## src/rtl/jogo_pkg.sv

```systemverilog
// jogo_pkg: shared state codes, LFSR feedback mask and one-hot helper for the sequence game.
package jogo_pkg;
  typedef enum logic [3:0] {
    INICIAL     = 4'h0,
    PREPARA     = 4'h1,
    CARREGA     = 4'h2,
    MOSTRA      = 4'h3,
    APAGA       = 4'h4,
    ESPERA      = 4'h5,
    REGISTRA    = 4'h6,
    COMPARA     = 4'h7,
    PROX_JOGADA = 4'h8,
    PROX_RODADA = 4'h9,
    FIM_ACERTO  = 4'hA,
    FIM_TIMEOUT = 4'hD,
    FIM_ERRO    = 4'hE
  } estado_t;
  // Galois mask for x^16 + x^14 + x^13 + x^11 + 1, right-shifting form
  localparam logic [15:0] LFSR_TAPS = 16'hB400;
  function automatic logic [7:0] onehot(input logic [2:0] idx);
    return 8'(1) << idx;
  endfunction
endpackage

```

## src/rtl/jogo_lfsr.sv

```systemverilog
// jogo_lfsr: free-running 16-bit Galois LFSR, loads SEMENTE on synchronous active-low reset.
module jogo_lfsr
  import jogo_pkg::*;
#(
  parameter logic [15:0] SEMENTE = 16'hACE1
) (
  input  logic        i_clock,
  input  logic        i_reset,
  output logic [15:0] o_lfsr
);
  logic [15:0] r_lfsr;
  always_ff @(posedge i_clock)
    if (!i_reset) r_lfsr <= SEMENTE;
    else r_lfsr <= (r_lfsr >> 1) ^ (r_lfsr[0] ? LFSR_TAPS : 16'h0);
  assign o_lfsr = r_lfsr;
endmodule

```

## src/rtl/jogo_sequencia_param.sv

```systemverilog
// jogo_sequencia_param: parametrised sequence-memory game core (FSM, counters, sequence memory).
// Define JOGO_TIMEOUT_EN to build the per-move timer and the FIM_TIMEOUT outcome.
module jogo_sequencia_param
  import jogo_pkg::*;
#(
  parameter int          N_CHAVES       = 4,
  parameter int          PROFUNDIDADE   = 16,
  parameter int          TIMEOUT_CICLOS = 5000,
  parameter int          T_MOSTRA       = 1000,
  parameter int          T_APAGA        = 250,
  parameter logic [15:0] SEMENTE        = 16'hACE1
) (
  input  logic                            i_clock,
  input  logic                            i_reset,
  input  logic                            i_iniciar,
  input  logic [N_CHAVES-1:0]             i_chaves,
  input  logic                            i_nivel_jogadas,
  input  logic                            i_nivel_tempo,
  output logic                            o_acertou,
  output logic                            o_errou,
  output logic                            o_timeout,
  output logic                            o_pronto,
  output logic                            o_vez_jogador,
  output logic [N_CHAVES-1:0]             o_leds,
  output logic [3:0]                      o_db_estado,
  output logic [$clog2(PROFUNDIDADE)-1:0] o_db_rodada,
  output logic [$clog2(PROFUNDIDADE)-1:0] o_db_endereco,
  output logic [N_CHAVES-1:0]             o_db_memoria
);
  localparam int AW = $clog2(PROFUNDIDADE);
  localparam int TW = $clog2((T_MOSTRA > T_APAGA ? T_MOSTRA : T_APAGA) + 1);
  estado_t             r_estado;
  logic [AW-1:0]       r_rodada, r_addr, w_ultima;
  logic [TW-1:0]       r_tmr;
  logic [N_CHAVES-1:0] r_mem [PROFUNDIDADE];
  logic [N_CHAVES-1:0] r_jogada, r_chaves_prev;
  logic                r_nivel_jogadas;
  logic [15:0]         w_lfsr;
  logic [2:0]          w_idx;
  logic                w_jogada_feita, w_estouro;

  jogo_lfsr #(.SEMENTE(SEMENTE)) u_lfsr (
    .i_clock(i_clock),
    .i_reset(i_reset),
    .o_lfsr (w_lfsr)
  );

`ifdef JOGO_TIMEOUT_EN
  localparam int MW = $clog2(TIMEOUT_CICLOS + 1);
  logic [MW-1:0] r_tmr_mov;
  logic          r_nivel_tempo;
  always_ff @(posedge i_clock)
    if (!i_reset) begin
      r_tmr_mov     <= '0;
      r_nivel_tempo <= 1'b0;
    end else begin
      if (r_estado == PREPARA) r_nivel_tempo <= i_nivel_tempo;
      r_tmr_mov <= (r_estado == ESPERA && r_nivel_tempo) ? r_tmr_mov + 1'b1 : '0;
    end
  assign w_estouro = r_estado == ESPERA && r_nivel_tempo && r_tmr_mov == MW'(TIMEOUT_CICLOS - 1);
  assign o_timeout = r_estado == FIM_TIMEOUT;
`else
  logic w_unused;
  assign w_unused  = i_nivel_tempo ^ (TIMEOUT_CICLOS > 0);
  assign w_estouro = 1'b0;
  assign o_timeout = 1'b0;
`endif

  // A move is a rising edge of "any key": held keys must be released first.
  assign w_jogada_feita = |i_chaves && ~|r_chaves_prev;
  assign w_ultima       = r_nivel_jogadas ? AW'(PROFUNDIDADE - 1) : AW'(PROFUNDIDADE / 2 - 1);
  assign w_idx          = 3'(w_lfsr % 16'(N_CHAVES));

  always_ff @(posedge i_clock)
    if (r_estado == CARREGA) r_mem[r_addr] <= N_CHAVES'(onehot(w_idx));

  always_ff @(posedge i_clock)
    if (!i_reset) begin
      r_estado        <= INICIAL;
      r_rodada        <= '0;
      r_addr          <= '0;
      r_tmr           <= '0;
      r_jogada        <= '0;
      r_chaves_prev   <= '0;
      r_nivel_jogadas <= 1'b0;
    end else begin
      r_chaves_prev <= i_chaves;
      case (r_estado)
        INICIAL, FIM_ACERTO, FIM_ERRO, FIM_TIMEOUT: if (i_iniciar) r_estado <= PREPARA;
        PREPARA: begin
          r_nivel_jogadas <= i_nivel_jogadas;
          r_rodada        <= '0;
          r_addr          <= '0;
          r_tmr           <= '0;
          r_estado        <= CARREGA;
        end
        CARREGA: if (r_addr == AW'(PROFUNDIDADE - 1)) begin
          r_addr   <= '0;
          r_jogada <= '0;
          r_estado <= MOSTRA;
        end else r_addr <= r_addr + 1'b1;
        MOSTRA: if (r_tmr == TW'(T_MOSTRA - 1)) begin
          r_tmr    <= '0;
          r_estado <= APAGA;
        end else r_tmr <= r_tmr + 1'b1;
        APAGA: if (r_tmr == TW'(T_APAGA - 1)) begin
          r_tmr    <= '0;
          r_addr   <= r_addr == r_rodada ? '0 : r_addr + 1'b1;
          r_estado <= r_addr == r_rodada ? ESPERA : MOSTRA;
        end else r_tmr <= r_tmr + 1'b1;
        // A press in the same cycle as the timer expiring takes priority.
        ESPERA: if (w_jogada_feita) begin
          r_jogada <= i_chaves;
          r_estado <= REGISTRA;
        end else if (w_estouro) r_estado <= FIM_TIMEOUT;
        REGISTRA: r_estado <= COMPARA;
        COMPARA: r_estado <= r_jogada != r_mem[r_addr] ? FIM_ERRO :
                             r_addr != r_rodada ? PROX_JOGADA :
                             r_rodada == w_ultima ? FIM_ACERTO : PROX_RODADA;
        PROX_JOGADA: begin
          r_addr   <= r_addr + 1'b1;
          r_estado <= ESPERA;
        end
        PROX_RODADA: begin
          r_rodada <= r_rodada + 1'b1;
          r_addr   <= '0;
          r_jogada <= '0;
          r_estado <= MOSTRA;
        end
        default: r_estado <= INICIAL;
      endcase
    end

  assign o_acertou     = r_estado == FIM_ACERTO;
  assign o_errou       = r_estado == FIM_ERRO;
  assign o_pronto      = o_acertou | o_errou | o_timeout;
  assign o_vez_jogador = r_estado == ESPERA;
  assign o_leds        = r_estado == MOSTRA ? r_mem[r_addr] : r_jogada;
  assign o_db_estado   = r_estado;
  assign o_db_rodada   = r_rodada;
  assign o_db_endereco = r_addr;
  assign o_db_memoria  = r_estado == INICIAL ? '0 : r_mem[r_addr];
endmodule

```

## config.mk

```make
export PLATFORM = sky130hd
export DESIGN_NAME = jogo_sequencia_param
export DESIGN_NICKNAME = d
export VERILOG_FILES = /design/src/rtl/jogo_pkg.sv /design/src/rtl/jogo_lfsr.sv /design/src/rtl/jogo_sequencia_param.sv
export SDC_FILE = /design/constraint.sdc
export NUM_CORES = 1
export LEC_CHECK = 0
export ABC_AREA = 1
export CORE_MARGIN = 10
export CORE_UTILIZATION = 53
export CTS_CLUSTER_SIZE = 30
export DETAILED_ROUTE_END_ITERATION = 10
export GPL_TIMING_DRIVEN = 0
export PLACE_DENSITY = 0.86
export SLEW_MARGIN = 20
export SYNTH_ARGS = -nofsm -noshare
export SYNTH_HDL_FRONTEND = slang
export SYNTH_SLANG_ARGS = --single-unit
```

## constraint.sdc

```tcl
create_clock -name i_clock -period 1.6 [get_ports i_clock]
set_input_delay 0.16 -clock i_clock [delete_from_list [all_inputs] [get_ports i_clock]]
set_output_delay 0.16 -clock i_clock [all_outputs]
set_load 0.02 [all_outputs]
```

* After elaboration in Yosys (flattened, before gate mapping) *
Memory sizes are Yosys's and may differ from the RTL's. A register that Yosys moved wholly into a read port is not among the register bits.
Index checks and enable logic that the tools add are counted.

word-level totals
  flip-flop bits (word level) = 47
  bits in latches = 0
  RAM bits = 64
  ROM bits = 0
  input port bits = 9
  output and inout port bits = 25
  logic and storage cells = 82
  memories kept = 1

operators by class
  $add $sub $neg = 3
  multipliers = 0
  div/mod/pow operators = 0
  order comparisons = 0
  eq/ne operators = 24
  shift-type cells = 1
  multiplexer cells = 29
  bitwise logic cells = 2
  reductions and logical operators = 14

memory list
  memory  words  bits a word  rd ports  clocked after memory_dff  wr ports  line                        text
  r_mem   16     4            1         1                         1         jogo_sequencia_param.sv:35  logic [N_CHAVES-1:0] r_mem [PROFUNDIDADE];

operators by type and width
  kind                     number
  $mux W4                  15
  $pmux W4 S10             1
  $pmux W10 S3             1
  $eq A4 B4 Y1 const B     6
  $mux W10                 2
  $eq A4 B3 Y1 const B     4
  $mux W16                 1
  $pmux W4 S4              1
  $xor A15 B16 Y16         1
  $pmux W4 S3              1
  $reduce_or A4 Y1         3
  $add A10 B1 Y10 const B  1
  $eq A10 B10 Y1 const B   1
  $eq A10 B8 Y1 const B    1
  $add A4 B1 Y4 const B    2
  $eq A4 B2 Y1 const B     2
  $eq A4 B4 Y1             2
  $ne A4 B4 Y1             2
  $pmux W4 S2              1
  $mux W3                  2
  $ne A2 B2 Y1 const B     3
  $reduce_bool A3 Y1       2
  $reduce_and A5 Y1        1
  $eq A4 B1 Y1 const B     1
  13 further kinds         16

* Longest topological paths before layout *
  depth in word-level cells = 6
  gate-level depth with buffers = 18
  gate-level depth less buffers = 16

* Hierarchy *
A second synthesis with hierarchy kept.

unflattened totals
  cells, all modules = 625
  area, all modules = 5327.6 µm²

by module, submodules not included
  module                instances  cells each  area each (µm²)  seq. area each (µm²)
  jogo_sequencia_param  1          569         4815.9           2622.5
  jogo_lfsr             1          56          511.7            320.3

* Least setup slack after synthesis *
OpenSTA, ideal clock, no wires.

  kind = reg2reg
  start = reg r_estado[2] (netlist: o_db_estado[2])
  end = reg r_estado[0] (netlist: o_db_estado[0])
  setup time = 133 ps
  data arrival time = 1609 ps
  required time = 1467 ps
  setup slack = -143 ps
  cell stages (with the launch flop) = 11
  buffers on the path = 0
  period minus slack after synthesis = 1743 ps
  cell sequence = dfxtp_1 > inv_1 > nor2_2 > inv_2 > nor2_2 > o21ai_0 > o21a_1 > nand3_2 > inv_1 > nand2_1 > a21oi_2

between the ends
  elaborated cells between the ends (all ways) = 21
  those cells by class = 17 x eq/ne; 1 x mux; 3 x reduce/logical

RTL lines
  what                                line                         text
  from (decl)                         jogo_sequencia_param.sv:32   estado_t r_estado;
  from (signal assigned)              jogo_sequencia_param.sv:109  r_estado <= r_addr == r_rodada ? ESPERA : MOSTRA;
  from (signal assigned)              jogo_sequencia_param.sv:117  COMPARA: r_estado <= r_jogada != r_mem[r_addr] ? FIM_ERRO :
  $eq A4 B3 Y1 (*)                    -
  named net o_vez_jogador             jogo_sequencia_param.sv:23   output logic o_vez_jogador,
  $ne A2 B1 Y1 (no source line)       -
  $reduce_and A5 Y1 (no source line)  -

The timed path passes the listed nets; every way through them passes the cells marked *.
A chain may end at the register's enable or synchronous reset.

==> reports/results.ini <==
[yosys]
synth_top_area_frac = 0.3609
synth-compound-area-share = 0.07613
synthTopCellsByArea = edfxtp_1 (36%), dfxtp_1 (19%), nand2_1 (12%), inv_1 (6.1%), nand3_1 (5.3%)
synth-simple-area-share = 0.2528
syn_area_um2 = 5325
synth_seq_cells = 115
syn-num-nets = 635
synth_cell_types = 46
synth_adder_area_share = 0.01645
synth_top_cell_by_area = edfxtp_1
synth_top_family_by_area = simple AND/OR/NAND/NOR gates
avgSynthCellArea_um2 = 8.603
synth_edf_count = 64
synth_warnings = 0
synthArstFlopShare = 0
synth_xor_area_frac = 0.006579
syn_inst = 619
yosysSeqAreaShare = 0.5526
synth_ff_type = edfxtp_1
synthMuxAreaShare = 0

[detailed_routing]
vias = 5544
drt-initial-drc-count = 894
firstDrtPassIters = 7
ant_nets = 0
routed_wl_um = 21550
post_drt_wl_per_cell_um = 24.60
drc = 0
post_drt_via_cell_ratio = 6.329

[sta]
worst_pin_slew_ns = 0.8599
whs_ns = 0.2610
rsz0062_at_grt = yes
slew_violations = 0
min_period_ns = 2.378
fin_tns_setup_ns = -17.58
min_period_over_period = 1.486
setup_violations = 102
finalClockSkew_ns = 0.01154
fin_ws_ns = -0.7776
slew_headroom = 0.4261
hold_violations = 0
max_freq_ghz = 0.4206

[setup_path]
end_kind = output pin
critPathMaxFanout = 7
crit_type = reg2out
cp_data_arrival_time_ns = 2.22
worst_setup_path_start_kind = flip-flop
worstPathRequired_ns = 1.44
r2r.worst_path.cells = 18

[grt]
met1_usage = 0.2561
grt-busiest-layer = met2
grt_util_met3 = 0.04281
use_met2 = 0.3906
grt_max_degree = 17
gr-total-overflow = 0
antenna_found_initial = 0
grt_pass1_wl_um = 25650
track_usage = 0.2237
first_global_vias = 4930

[floorplan]
pin_count = 34
start_util = 0.5448
dieArea_um2 = 14460
die_h_um = 120.2
rows = 36
die-width_um = 120.2
core-area_um2 = 9774

[clock_tree]
clockBufferDepth = 2
cts_hold_buf = 0
numCtsBuffers = 17
htreeDepth = 4
cts.sinks = 115
clk_pin_slew_worst_paths_ns = 0.06
clk-insertion-delay-late_ns = 0.53
clock_tree.root_cell = clkbuf_8
tritoncts = yes

[finish]
antennaDiodeCount = 0
drive_gt1_frac = 0.4186
nets = 746
fill_cells = 438
final_cell_mix = nand2_1 (132), inv_1 (78), edfxtp_1 (64), buf_4 (53), dfxtp_1 (35)
multi_input_area_um2 = 2708
layout_commonest_cell = nand2_1
area_growth_pct = 48.31
final_design_area_no_fill_um2 = 7898
stdcell_count = 876
seqCellArea_um2 = 2980
finish.utilization = 0.8080

[placement]
portBuffers = 31
post_dp_cell_area_um2 = 5826
dpl.cell_count = 783
hpwl_um = 8918
gp_congestion = 0.9319
dp_slack_ns = -0.5978

[status]
violations = negative setup slack
status = complete, but fails checks

[power_and_ir_drop]
p_per_area_nw_per_um2 = 1563
comb_power_share = 0.419
swShare = 0.3845
clockPowerShare = 0.303
power.internal_mw = 7.597
p_switching_mw = 4.746
irDropWorstVdd_mv = 0.8057
seqPwrFrac = 0.279
total_power_mw = 12.34
p_leak_nw = 3.249

[job]
cap_viol_max_count = 0

[worst_hold_path]
hp-class = in2reg
whs_path_depth = 3

## final cells by class
cell class | count | share of cell area
plain buffers | 16 | 0.02091
inverters | 99 | 0.05450
repair buffers | 92 | 0.1117
multi-input cells | 389 | 0.3428
clock buffers | 20 | 0.05513
flip-flops and latches | 115 | 0.3774
well taps | 133 | 0.02107
clock inverters | 12 | 0.01648
## state kept, by name, indices dropped and copies added, names as in the netlist, named ones only
| name | flops |
|---|---|
| r_tmr | 10 |
| r_mem | 64 |
| r_chaves_prev | 4 |
| r_nivel_jogadas | 1 |
| o_db_endereco | 4 |
| r_jogada | 4 |
| o_db_rodada | 4 |
| u_lfsr.o_lfsr | 16 |
| o_db_estado | 4 |
## worst paths after layout
kind                                       start               end  slack (ns)
worst min register to register  u_lfsr.o_lfsr[9]  u_lfsr.o_lfsr[8]        0.41
worst max-delay path                   flip-flop         o_leds[1]       -0.78
worst max register to register         flip-flop    o_db_estado[1]       -0.66
worst min-delay path                 i_chaves[1]  r_chaves_prev[1]        0.26
## synth_stat cells (all sizes together), types with 4 or more instances
cell,n
o211ai,4
o21ai,23
inv,98
buf,14
nand3,57
nor3,8
nand2,176
nor2,53
edfxtp,64
ha,7
nand4,6
dfxtp,51
or2,5
a211oi,4
a21oi,24
## metal layers
metal | part of all wire | wire (µm) | up-vias
met5 | 0 | 0 | -
met4 | 0.089 | 1921 | 0
met1 | 0.33 | 7083 | 2579
met2 | 0.48 | 10360 | 541
li1 | - | - | 2232
met3 | 0.10 | 2183 | 192
## critical path, stage by stage (launching register included)
cell	delay, ns
dfxtp_2	0.34
buf_8	0.14
clkinv_8	0.10
buf_8	0.15
nand2_1	0.11
nand3_2	0.12
nand3_2	0.14
nand3_4	0.14
nand2_2	0.11
nand2_1	0.05
o21ai_1	0.11
buf_4	0.17
## cells by family (layout without fill, tap and decap cells)
family / after synthesis / count (layout)
AND/OR/NAND/NOR: 310 / 310
flip-flops: 115 / 115
buffers and inverters: 115 / 239
AO/OA/AOI/OAI: 67 / 67
adder cells (fa/ha/maj): 7 / 7
XOR/XNOR: 4 / 4
other: 1 / 1
## power by group through the flow
stage          registers [mW]  clock network, mW  logic [mW]
3_5_place_dp             3.46                  0        2.56
6_report                 3.44               3.74        5.17
5_1_grt                  3.45               3.81        5.29
2_1_floorplan            3.48                  0        1.74
4_1_cts                  3.42               3.60        3.67
3_3_place_gp             3.46                  0        2.50
## what timing repair did
| action | CTS | global route |
|---|---|---|
| pin swaps | 32 | 52 |
| endpoints found under the setup margin | 158 | 104 |
| gates resized for setup | 214 | 135 |
| gates cloned | 2 | 1 |
| buffers inserted | 27 | 32 |
No activity file was read; power rests on OpenSTA's default activity.
